==> src/rtl/video_scanout.sv <==
// video_scanout: 640x480@60 raster generator that reads a 160x144 2-bit
// frame buffer with x3 integer scaling, centred, and emits registered
// sync / data-enable / RGB444 for a downstream VGA/HDMI encoder.
module video_scanout #(
    parameter logic [11:0] PAL0   = 12'hFFF,
    parameter logic [11:0] PAL1   = 12'hAAA,
    parameter logic [11:0] PAL2   = 12'h555,
    parameter logic [11:0] PAL3   = 12'h000,
    parameter logic [11:0] BORDER = 12'h000
) (
    input  logic        clk,
    input  logic        reset_n,
    input  logic        pix_ce,
    output logic [14:0] addrb,
    output logic        enb,
    input  logic [1:0]  doutb,
    output logic        hsync_n,
    output logic        vsync_n,
    output logic        de,
    output logic [11:0] rgb,
    output logic        frame_start
);

    logic [9:0]  h, v;
    logic [1:0]  x_sub, y_sub;
    logic [7:0]  fb_x;
    logic [14:0] row_base;

    logic h_last, v_last, win_h, win_v, win, act, hs_act, vs_act, at_origin;

    // Stage tags; sync tags are kept active-high so a cleared pipe means "inactive"
    logic win_s1, de_s1, hs_s1, vs_s1, fs_s1;
    logic win_s2, de_s2, hs_s2, vs_s2, fs_s2;
    logic [11:0] shade_rgb;

    // Decode of the current counter position
    always_comb begin
        h_last    = (h == 10'd799);
        v_last    = (v == 10'd524);
        win_h     = (h >= 10'd80) && (h < 10'd560);
        win_v     = (v >= 10'd24) && (v < 10'd456);
        win       = win_h && win_v;
        act       = (h < 10'd640) && (v < 10'd480);
        hs_act    = (h >= 10'd656) && (h < 10'd752);
        vs_act    = (v >= 10'd490) && (v < 10'd492);
        at_origin = (h == 10'd0) && (v == 10'd0);
    end

    // Raster counters: h wraps into v, v wraps at end of frame
    always_ff @(posedge clk or negedge reset_n) begin
        if (!reset_n) begin
            h <= '0;
            v <= '0;
        end else if (pix_ce) begin
            if (h_last) begin
                h <= '0;
                v <= v_last ? 10'd0 : v + 10'd1;
            end else begin
                h <= h + 10'd1;
            end
        end
    end

    // Horizontal x3 scaling: fb_x advances every third window pixel, restarts each line
    always_ff @(posedge clk or negedge reset_n) begin
        if (!reset_n) begin
            x_sub <= '0;
            fb_x  <= '0;
        end else if (pix_ce) begin
            if (h_last) begin
                x_sub <= '0;
                fb_x  <= '0;
            end else if (win_h) begin
                if (x_sub == 2'd2) begin
                    x_sub <= '0;
                    fb_x  <= fb_x + 8'd1;
                end else begin
                    x_sub <= x_sub + 2'd1;
                end
            end
        end
    end

    // Vertical x3 scaling: row_base (= fb_y*160) steps every third window line,
    // cleared at frame wrap so the last line of a frame never bumps it
    always_ff @(posedge clk or negedge reset_n) begin
        if (!reset_n) begin
            y_sub    <= '0;
            row_base <= '0;
        end else if (pix_ce && h_last) begin
            if (v_last) begin
                y_sub    <= '0;
                row_base <= '0;
            end else if (win_v) begin
                if (y_sub == 2'd2) begin
                    y_sub    <= '0;
                    row_base <= row_base + 15'd160;
                end else begin
                    y_sub <= y_sub + 2'd1;
                end
            end
        end
    end

    // Stage 1: read address plus position tags; address only loaded inside the window
    always_ff @(posedge clk or negedge reset_n) begin
        if (!reset_n) begin
            addrb  <= '0;
            win_s1 <= 1'b0;
            de_s1  <= 1'b0;
            hs_s1  <= 1'b0;
            vs_s1  <= 1'b0;
            fs_s1  <= 1'b0;
        end else if (pix_ce) begin
            addrb  <= win ? (row_base + {7'd0, fb_x}) : 15'd0;
            win_s1 <= win;
            de_s1  <= act;
            hs_s1  <= hs_act;
            vs_s1  <= vs_act;
            fs_s1  <= at_origin;
        end
    end

    // The buffer samples addrb on the pix_ce edge following stage 1
    assign enb = pix_ce & win_s1;

    // Stage 2: tags wait out the buffer read latency
    always_ff @(posedge clk or negedge reset_n) begin
        if (!reset_n) begin
            win_s2 <= 1'b0;
            de_s2  <= 1'b0;
            hs_s2  <= 1'b0;
            vs_s2  <= 1'b0;
            fs_s2  <= 1'b0;
        end else if (pix_ce) begin
            win_s2 <= win_s1;
            de_s2  <= de_s1;
            hs_s2  <= hs_s1;
            vs_s2  <= vs_s1;
            fs_s2  <= fs_s1;
        end
    end

    // Fixed 4-entry palette
    always_comb begin
        shade_rgb = PAL0;
        case (doutb)
            2'd1:    shade_rgb = PAL1;
            2'd2:    shade_rgb = PAL2;
            2'd3:    shade_rgb = PAL3;
            default: shade_rgb = PAL0;
        endcase
    end

    // Output stage: doutb is stable here because enb drops on non-pix_ce clocks
    always_ff @(posedge clk or negedge reset_n) begin
        if (!reset_n) begin
            hsync_n     <= 1'b1;
            vsync_n     <= 1'b1;
            de          <= 1'b0;
            rgb         <= '0;
            frame_start <= 1'b0;
        end else if (pix_ce) begin
            hsync_n     <= ~hs_s2;
            vsync_n     <= ~vs_s2;
            de          <= de_s2;
            rgb         <= !de_s2 ? 12'h000 : (win_s2 ? shade_rgb : BORDER);
            frame_start <= fs_s2;
        end
    end

endmodule

==> config.mk <==
export PLATFORM = sky130hd
export DESIGN_NAME = video_scanout
export DESIGN_NICKNAME = d
export VERILOG_FILES = /design/src/rtl/video_scanout.sv
export SDC_FILE = /design/constraint.sdc
export NUM_CORES = 1
export LEC_CHECK = 0
export BUFFER_PORTS_ARGS = -buffer_cell sky130_fd_sc_hd__buf_2
export CAP_MARGIN = 20
export CORE_AREA = 4 4 99 101
export CTS_CLUSTER_DIAMETER = 80
export CTS_CLUSTER_SIZE = 14
export DETAILED_ROUTE_END_ITERATION = 12
export DIE_AREA = 0 0 103 105
export PLACE_DENSITY_LB_ADDON = 0.1
export SLEW_MARGIN = 20
export SYNTH_ARGS = -nofsm -noshare
export SYNTH_HDL_FRONTEND = slang
export SYNTH_SLANG_ARGS = --single-unit
==> constraint.sdc <==
create_clock -name clk -period 4.1 [get_ports clk]
set_input_delay 0.82 -clock clk [delete_from_list [all_inputs] [get_ports clk]]
set_output_delay 0.82 -clock clk [all_outputs]
set_load 0.005 [all_outputs]
* Word level (Yosys, flattened, before mapping) *
Cells that the tools add are included.

storage, ports and cells
  logic and storage cells = 86
  flip-flop bits (word level) = 88
  memories = 0
  latch bits = 0
  bits in writable memories = 0
  bits in read-only memories = 0
  output and inout port bits = 32
  bits of input ports = 5

cells by class
  magnitude comparators = 10
  shift-type cells = 0
  divide/modulo/power cells = 0
  reduce and logical (&&, ||, !) cells = 19
  multipliers = 0
  equality and inequality tests = 7
  mux-type cells = 18
  add/subtract/negate cells = 7
  bitwise gates (word level) = 3

operator list
  cell                                                                                  count
  15-bit 2-to-1 mux                                                                     4
  12-bit case mux with 3 select lines                                                   1
  10-bit < comparator, second input constant                                            3
  10-bit by 9-bit < comparator with 1-bit output, second input constant                 3
  12-bit 2-to-1 mux                                                                     2
  8-bit 2-to-1 mux                                                                      3
  10-bit by 1-bit adder with 10-bit output, second input constant                       2
  10-bit equality test, second input constant                                           2
  10-bit logical NOT                                                                    2
  10-bit 2-to-1 mux                                                                     2
  15-bit by 8-bit adder with 15-bit output                                              1
  15-bit by 8-bit adder with 15-bit output, second input constant                       1
  2-bit 2-to-1 mux                                                                      6
  10-bit greater-or-equal comparator, second input constant                             1
  10-bit by 5-bit greater-or-equal comparator with 1-bit output, second input constant  1
  10-bit by 7-bit greater-or-equal comparator with 1-bit output, second input constant  1
  10-bit by 9-bit greater-or-equal comparator with 1-bit output, second input constant  1
  8-bit by 1-bit adder with 8-bit output, second input constant                         1
  2-bit equality test, second input constant                                            4
  1-bit logical AND                                                                     8
  2-bit nonzero test                                                                    4
  2-bit AND reduction                                                                   3
  3-bit AND reduction                                                                   2
  2-bit by 1-bit adder with 2-bit output, second input constant                         2
  3 further kinds                                                                       4

* Depth between registers and ports, before layout *
Gate-level depths: netlist of run 1.

  word-level depth = 4
  depth in mapped cells = 8

* Worst setup path after synthesis of run 1 *
No wires, ideal clock.

  path kind = input-to-reg
  start = input pix_ce
  end = register row_base[8]
  path buffers = 1
  arrival time = 2.106 ns
  path slack = 1.916 ns
  cell stages on the path = 6
  required time = 4.022 ns
  path through = and2_1 nand4_1 or3_1 clkbuf_1 or3_1 a21oi_1

on the way
  cells in the longest elaborated chain, start to end = 2

ends and longest elaborated chain
  what                                  RTL line  text
  start, declared                       13        input logic pix_ce,
  1-bit logical AND                     90        end else if (pix_ce && h_last) begin
  3-bit AND reduction (no source line)  --
  end signal, assigned                  97        row_base <= row_base + 15'd160;
  end, declared                         27        logic [14:0] row_base;

No other way between the ends.
A chain may end at the register's enable or synchronous reset.

* Worst setup path in the final report of run 1 *
  start = input pix_ce
  end = output enb

on the way
  cells in the longest elaborated chain, start to end = 1

ends and longest elaborated chain
  what               RTL line  text
  1-bit bitwise AND  125       assign enb = pix_ce & win_s1;
  end, declared      15        output logic enb,

No other way between the ends.

==> impl_metrics.csv, run 1 <==
group,metric,value,unit
sta,clock_skew,12.7,ps
place,dpl_worst_slack,1120,ps
place,place_area,3900,µm²
worst_hold_path,hold_class,"flop to flop",
drt,drt-initial-drc-count,80,
drt,avgRoutedWirePerCell,16.5,µm
clock_tree,clock_latency,360,ps
cells_and_area,nets,401,
sta,final.setup.tns,0,ps
sta,tightest_slew,975,ps
logic_synthesis,ys_async_sr_fraction,100,%
flow_run,maxCapViolations,0,
logic_synthesis,ys_warn_count,0,
worst_setup_path,crit_chain,"buf_2, inv_1, buf_4, nor2_1, buf_2",
clock_tree,clockBufferDepth,2,
worst_setup_path,required,3280,ps
logic_synthesis,synth_area_leaders,"dfrtp_1, ha_1, nand2_1, o21ai_0, xnor2_1",
pwr,power.density,395,nW/µm²
status,status,"finished clean",
logic_synthesis,synth_nets,383,
floorplanning,rows,35,
worst_setup_path,cpPeakStageDelay,400,ps
drt,drt_wl_total,8.28,mm
logic_synthesis,syn_inst,368,
cells_and_area,multi_input_area,1680,µm²
clock_tree,cts_resized,0,
sta,fmax,0.360,GHz
worst_setup_path,critPathSlowestCell,"buf_2",
global_route,first_global_vias,2692,
worst_setup_path,path_max_fanout,29,
place,io_buffers,36,
floorplanning,core_area,9020,µm²
global_route,grt_pass1_wl,14.0,mm
sta,finalMaxSlewViolations,0,
floorplanning,initial_utilization,41.3,%
drt,viasPerCell,5.54,
place,place_congestion,0.758,
cells_and_area,final_area,4130,µm²
pwr,total_power,1.63,mW
drt,via_count,2779,
cells_and_area,layout-drive-gt1-share,17.4,%
logic_synthesis,synth.distinct_cells,51,
worst_setup_path,path_buf_inv,4,
global_route,grtUsageTotal,16.7,%
cells_and_area,syn2layout_area_growth,10.7,%
pwr,leakagePower,1.87,nW
sta,relSlewSlack,34.5,%
sta,period_needed,2780,ps
clock_tree,cts.clk_slew.worst_paths,90,ps
clock_tree,cts_setup_buffers,0,
worst_hold_path,hold_path_end,"hsync_n",
worst_setup_path,end_kind,"output port",
global_route,grt_antenna_before_repair,0,
logic_synthesis,avgSynthCellArea,10.1,µm²
worst_setup_path,critical_path.top_delay_family,"buffers and inverters",
drt,ant_nets,0,
sta,setup_viol,0,
drt,drc,0,
drt,drtPass1Iterations,4,
clock_tree,root_buffer,"clkbuf_8",
floorplanning,fp.dieH,105,µm
clock_tree,numCtsBuffers,9,
pwr,max-vdd-ir-drop,0.160,mV
sta,setup_slack,1320,ps
clock_tree,cts_hold_buf,0,
worst_setup_path,worstReg2RegEnd,"addrb[14]",
worst_hold_path,hp-start,"hs_s2",
cells_and_area,fillCellCount,908,
logic_synthesis,yosys_register_bits,73,
global_route,grt_start_max_net_pins,74,
worst_setup_path,critical_path_class,"input port to output port",
worst_setup_path,worst_ep_arrival_time,1960,ps
sta,rsz0062_at_grt,"no",
clock_tree,h-tree-depth,3,
clock_tree,cts_tree,"built",
worst_hold_path,hold_path_depth,1,
logic_synthesis,netlist.area_leader.share,47.7,%
logic_synthesis,synth_top_flop_cell,"dfrtp_1",
cells_and_area,seq_area,1830,µm²
global_route,grt-ovfl-total,0,
logic_synthesis,syn_area,3730,µm²
worst_setup_path,rr_worst_depth,5,
worst_setup_path,rr_startpoint,"h[5]",
cells_and_area,diodes,0,
place,dp_hpwl,5.72,mm
floorplanning,fp.dieW,103,µm
floorplanning,io_pins,37,
worst_setup_path,cpMostUsedCell,"buf_2",
floorplanning,die-area,10800,µm²
worst_setup_path,regToRegSetupSlack,1550,ps
logic_synthesis,synth-edff-count,0,
logic_synthesis,yosysSeqAreaShare,49.1,%
sta,finalCritPeriodShare,67.8,%
clock_tree,clock-sinks,73,
worst_setup_path,start_kind,"input port",
sta,hold_viol,0,
logic_synthesis,netlist.top_cell.by_area,"dfrtp_1",
[worst max-delay path by stage]
stage	start	to	slack [ps]	cells past startpoint
5_1_grt	pix_ce	enb	1210	5
3_3_place_gp	pix_ce	row_base[10]	1200	6
4_1_cts	pix_ce	enb	1300	5
2_1_floorplan	pix_ce	row_base[8]	1920	6
6_report	pix_ce	enb	1320	5
3_5_place_dp	pix_ce	row_base[9]	1120	5
[synth_stat cells (all sizes together), types with 2 or more instances]
master and n:
a21o 4, a21oi 8, a221oi 2, a22o 4
a32o 5, and3 3, and4 2, buf 15
clkbuf 16, dfrtp 71, dfstp 2, ha 10
inv 15, mux2 8, mux2i 3, nand2 31
nand2b 2, nand3 13, nand4 12, nor2 23
nor2b 3, nor3 13, nor4 5, o21ai 26
o221ai 2, o2bb2ai 12, o31ai 7, o41ai 2
or3 5, or4 6, xnor2 13, xor2 11
[flip-flops by register name, indices dropped and copies added, names as in the netlist, 2 cells and up]
register / flops
v: 10
fb_x: 8
h: 10
row_base: 10
y_sub: 2
x_sub: 2
rgb: 2
addrb: 15
[cells by family (layout without fill, tap and decap cells)]
kind of cell / count (synthesis) / count (layout) / share of synthesized area, %
AOI/OAI and AO/OA: 77 / 77 / 15.1
other: 1 / 1 / 0.101
muxes: 11 / 11 / 3.22
and+or+nand+nor: 126 / 126 / 17.7
buffers and inverters: 46 / 69 / 5.91
adders and majority gates: 10 / 10 / 3.36
DFF: 73 / 73 / 49.1
xor gates and xnor gates: 24 / 24 / 5.64
[area by class of cell]
cell class / count / area share (%)
clock inverters: 7 / 2.49
multi-input cells: 249 / 40.7
well taps: 111 / 3.36
repair buffers: 38 / 4.79
clock buffers: 9 / 3.00
flip-flops and latches: 73 / 44.3
inverters: 15 / 1.36
[stage by stage]
stage	instances	util, %	hold WS [ps]
final	502	45.8	416
after global routing	502	45.8	453
after CTS	502	45.8	421
after detailed placement	486	43.2	407
after global placement	486	43.2	398
after floorplan	368	-	387
[layer usage]
| layer | up-vias | part of all wire (%) | track usage (%) |
|---|---|---|---|
| met4 | 0 | 2.8 | 7.12 |
| met2 | 53 | 44 | 24.2 |
| met3 | 15 | 4.4 | 3.87 |
| li1 | 1356 | - | - |
| met5 | - | 0 | 0 |
| met1 | 1355 | 49 | 23.5 |
[where the power goes]
part,switching [mW],leakage [nW],internal [mW]
logic,0.0926,0.778,0.0662
registers,0.0631,0.984,0.765
clock network,0.298,0.110,0.348
[cell usage in the layout, fill, tap and decap left out, types with 2 or more instances in the layout]
cell and count:
nand2b_1 2, o2bb2ai_1 12, or3_1 5, mux2i_1 3
o21ai_0 23, nand2_1 31, nor2_1 23, and4_1 2
xnor2_1 13, clkbuf_8 9, buf_4 3, clkinv_4 3
nor4_1 5, nand4_1 12, bufinv_16 2, or4_1 6
o21ai_1 3, and3_1 3, o221ai_1 2, xor2_1 11
buf_2 35, nor2b_1 3, a32o_1 5, dfstp_2 2
a21o_1 4, o31ai_1 7, a21oi_1 8, a22o_1 4
o41ai_1 2, ha_1 10, mux2_2 8, nand3_1 13
dfrtp_1 71, nor3_1 13, inv_1 15
No activity file was read; power rests on OpenSTA's default activity.
==> run 2: changes to the inputs <==
clock period = 2.6 ns   (was 4.1 ns; I/O delays follow)
==> impl_metrics.csv, run 2 (synthesis gave the netlist of run 1 again) <==
group,metric,value,unit
cells_and_area,diodes,0,
sta,finalCritPeriodShare,89.7,%
floorplanning,rows,35,
drt,drt_wl_total,8.01,mm
sta,clock_skew,13.0,ps
cells_and_area,nets,409,
sta,finalMaxSlewViolations,0,
clock_tree,cts.clk_slew.worst_paths,90,ps
clock_tree,cts_resized,0,
pwr,total_power,2.66,mW
floorplanning,die-area,10800,µm²
worst_setup_path,required,2880,ps
pwr,sw_frac_of_total,26.1,%
floorplanning,fp.dieH,105,µm
worst_setup_path,path_max_fanout,13,
status,status,"finished clean",
sta,period_needed,2330,ps
drt,via_count,2805,
drt,ant_nets,0,
clock_tree,cts_tree,"built",
clock_tree,h-tree-depth,3,
worst_setup_path,start_kind,"flop",
drt,viasPerCell,5.50,
place,place_congestion,0.794,
pwr,max-vdd-ir-drop,0.245,mV
clock_tree,clock_latency,340,ps
drt,drc,0,
sta,fmax,0.429,GHz
sta,tightest_slew,662,ps
drt,drt-initial-drc-count,107,
place,io_buffers,36,
floorplanning,io_pins,37,
pwr,p_clk_share,40.8,%
floorplanning,core_area,9020,µm²
flow_run,maxCapViolations,0,
cells_and_area,syn2layout_area_growth,13.1,%
global_route,grt-ovfl-total,0,
pwr,intPower,1.96,mW
cells_and_area,top_register,"addrb",
worst_setup_path,end_kind,"flop",
drt,avgRoutedWirePerCell,15.7,µm
global_route,grt_antenna_before_repair,0,
floorplanning,initial_utilization,41.3,%
pwr,leakagePower,1.92,nW
global_route,grtUsageTotal,16.3,%
sta,hold_viol,0,
sta,relSlewSlack,55.5,%
worst_hold_path,hold_class,"input port to async pin",
place,dp_hpwl,5.60,mm
cells_and_area,layout-drive-gt1-share,18.8,%
cells_and_area,layout_common_cells,"dfrtp_1, buf_2, nand2_1",
drt,drtPass1Iterations,4,
clock_tree,cts_setup_buffers,0,
worst_setup_path,critical_path_class,"flop to flop",
cells_and_area,final_common_cell,"dfrtp_1",
sta,final.setup.tns,0,ps
pwr,p_seq_share,49.1,%
global_route,grt_pass1_wl,13.9,mm
floorplanning,fp.dieW,103,µm
global_route,grt_start_max_net_pins,74,
clock_tree,clockBufferDepth,2,
global_route,first_global_vias,2802,
worst_setup_path,worst_ep_arrival_time,2610,ps
sta,setup_viol,0,
pwr,p_comb_share,10.1,%
cells_and_area,largest_reg_flops,15,
pwr,power.density,630,nW/µm²
pwr,p_sw,693,µW
clock_tree,numCtsBuffers,9,
clock_tree,root_buffer,"clkbuf_8",
sta,rsz0062_at_grt,"no",
clock_tree,cts_hold_buf,0,
clock_tree,clock-sinks,73,
-- run 2: layout make-up --
cell class | count | area [µm²]
Sequential cell | 73 | 1830
Fill cell | 855 | 4800
Timing Repair Buffer | 46 | 270
Clock inverter | 6 | 115
Multi-Input combinational cell | 249 | 1680
Tap cell | 111 | 139
Clock buffer | 10 | 128
Inverter | 15 | 56.3
-- run 2: worst max-delay path, cell delays in order, from the launching register on --
cell	delay, ps
dfrtp_1	390
ha_1	210
and4bb_1	260
nand4_1	180
or3_1	530
or4_1	560
a21oi_1	150
-- run 2: layer usage --
| metal | GRT usage, % | vias up | wire [µm] |
|---|---|---|---|
| met5 | 0 | - | 0 |
| met4 | 6.29 | 0 | 135 |
| li1 | - | 1385 | - |
| met2 | 24.2 | 62 | 3560 |
| met1 | 23.4 | 1345 | 3970 |
| met3 | 3.07 | 13 | 349 |
-- run 2: stage by stage --
step	hold slack [ps]	utilization, %	cell area (µm²)	cells	setup slack [ps]
2_1_floorplan	224	-	3730	368	441
3_3_place_gp	399	44.0	3970	494	330
3_5_place_dp	410	44.0	3970	494	282
4_1_cts	192	46.7	4220	510	267
5_1_grt	187	46.7	4220	510	74.4
6_report	161	46.7	4220	510	268
-- run 2: path summary, 6_finish.rpt --
check | slack (ps) | endpoint | startpoint | cells after the start
min in group clk | 350 | rgb[9] | doutb[1] | 2
max | 270 | row_base[10] | h[1] | 6
max reg2reg | 270 | row_base[10] | h[1] | 6
max in group asynchronous | 2060 | vsync_n | reset_n | 2
min | 160 | addrb[11] | reset_n | 2
min reg2reg | 420 | hsync_n | hs_s2 | 1
-- run 2: power by group through the flow --
| stage | logic, mW | clock network, mW | registers [mW] |
|---|---|---|---|
| 2_1_floorplan | 0.229 | 0 | 1.28 |
| 3_3_place_gp | 0.267 | 0 | 1.32 |
| 3_5_place_dp | 0.272 | 0 | 1.32 |
| 4_1_cts | 0.273 | 1.11 | 1.30 |
| 5_1_grt | 0.307 | 1.16 | 1.32 |
| 6_report | 0.267 | 1.08 | 1.30 |
==> run 3: changes to the inputs <==
CAP_MARGIN = 15   (was 20)
CORE_AREA = 4 4 91 110   (was 4 4 99 101)
DIE_AREA = 0 0 95 114   (was 0 0 103 105)
clock period = 2.8 ns   (was 2.6 ns; I/O delays follow)
==> impl_metrics.csv, run 3 (synthesis gave the netlist of run 1 again) <==
group,metric,value,unit
status,status,"finished clean",
global_route,first_global_vias,2763,
cells_and_area,final_common_cell,"dfrtp_1",
sta,tightest_slew,927,ps
sta,rsz0062_at_grt,"no",
cells_and_area,syn2layout_area_growth,10.6,%
worst_setup_path,worstReg2RegEnd,"row_base[10]",
floorplanning,fp.dieH,114,µm
clock_tree,h-tree-depth,3,
place,dpl_worst_slack,462,ps
floorplanning,rows,38,
flow_run,maxCapViolations,0,
global_route,grt_pass1_wl,13.9,mm
sta,fmax,0.429,GHz
cells_and_area,diodes,0,
worst_setup_path,required,3070,ps
worst_setup_path,worst_ep_arrival_time,2600,ps
sta,clock_skew,8.49,ps
place,place_congestion,0.786,
floorplanning,initial_utilization,41.7,%
clock_tree,cts_resized,0,
worst_setup_path,rr_startpoint,"h[1]",
clock_tree,root_buffer,"clkbuf_8",
sta,hold_viol,0,
pwr,max-vdd-ir-drop,0.261,mV
worst_setup_path,critical_path_class,"flop to flop",
drt,drt-initial-drc-count,86,
clock_tree,cts.clk_slew.worst_paths,70,ps
sta,period_needed,2330,ps
worst_setup_path,rr_worst_depth,6,
worst_setup_path,end_kind,"flop",
cells_and_area,layout-drive-gt1-share,17.9,%
clock_tree,cts_hold_buf,0,
clock_tree,cts_tree,"built",
worst_setup_path,start_kind,"flop",
sta,hold_ws,356,ps
pwr,leakagePower,1.88,nW
drt,wl_met1,3.81,mm
place,io_buffers,36,
drt,drt_wl_total,8.20,mm
clock_tree,cts_setup_buffers,0,
worst_setup_path,regToRegSetupSlack,470,ps
drt,drtPass1Iterations,4,
clock_tree,clock_latency,350,ps
drt,avgRoutedWirePerCell,15.9,µm
drt,viasPerCell,5.42,
global_route,grt_start_max_net_pins,74,
clock_tree,clock-sinks,73,
floorplanning,die-area,10800,µm²
floorplanning,fp.dieW,95,µm
sta,setup_viol,0,
sta,setup_slack,470,ps
global_route,grt-ovfl-total,0,
cells_and_area,nets,406,
drt,drc,0,
worst_hold_path,hold_class,"input port to async pin",
worst_setup_path,path_max_fanout,13,
sta,finalMaxSlewViolations,0,
sta,finalCritPeriodShare,83.2,%
global_route,grt_antenna_before_repair,0,
floorplanning,io_pins,37,
cells_and_area,layout_common_cells,"dfrtp_1, buf_2, nand2_1",
clock_tree,clockBufferDepth,2,
drt,maxUsedRoutingLayer,"met4",
cells_and_area,largest_reg_flops,15,
sta,relSlewSlack,38.2,%
floorplanning,core_area,8940,µm²
cells_and_area,top_register,"addrb",
place,dp_hpwl,5.80,mm
drt,wl_met3,246,µm
drt,ant_nets,0,
global_route,grtUsageTotal,16.7,%
drt,via_count,2796,
clock_tree,numCtsBuffers,9,
pwr,power.density,532,nW/µm²
drt,wl_met2,4.02,mm
sta,final.setup.tns,0,ps
-- run 3: power by group --
part	leakage [nW]	total (mW)	internal, mW	switching [mW]
Sequential	0.984	1.21	1.12	0.0908
Clock	0.0932	0.743	0.367	0.377
Combinational	0.803	0.238	0.100	0.138
Total	1.88	2.19	1.59	0.606
-- run 3: worst max path at each step --
stage | start | to | slack (ps)
4_1_cts | h[1] | row_base[10] | 460
2_1_floorplan | h[5] | addrb[14] | 640
5_1_grt | h[1] | row_base[10] | 310
3_5_place_dp | pix_ce | row_base[10] | 460
3_3_place_gp | pix_ce | row_base[10] | 480
6_report | h[1] | row_base[10] | 470
-- run 3: worst max-delay path, stage by stage (launching register included) --
cell	delay, ps
dfrtp_1	390
ha_1	200
and4bb_1	250
nand4_1	180
or3_1	530
or4_1	550
a21oi_1	160
-- run 3: per-stage QoR --
step                instance area [µm²]  instances  utilization, %  total power [mW]
floorplan                          3730        368               -              1.40
global placement                   3950        500            44.2              1.46
detailed placement                 3950        500            44.2              1.47
CTS                                4120        516            46.1              2.23
global route                       4120        516            46.1              2.31
finish                             4120        516            46.1              2.19
-- run 3: layout make-up --
class | instances | area (µm²)
fillers | 868 | 4810
flip-flops and latches | 73 | 1830
multi-input cells | 249 | 1680
repair buffers | 43 | 235
clock buffers | 13 | 159
well taps | 120 | 150
inverters | 15 | 56.3
clock inverters | 3 | 15.0
-- run 3: metal layers --
metal	vias up	global-route usage, %
li1	1373	-
met1	1376	21.1
met2	38	27.8
met3	9	2.51
met4	0	7.60
met5	-	0
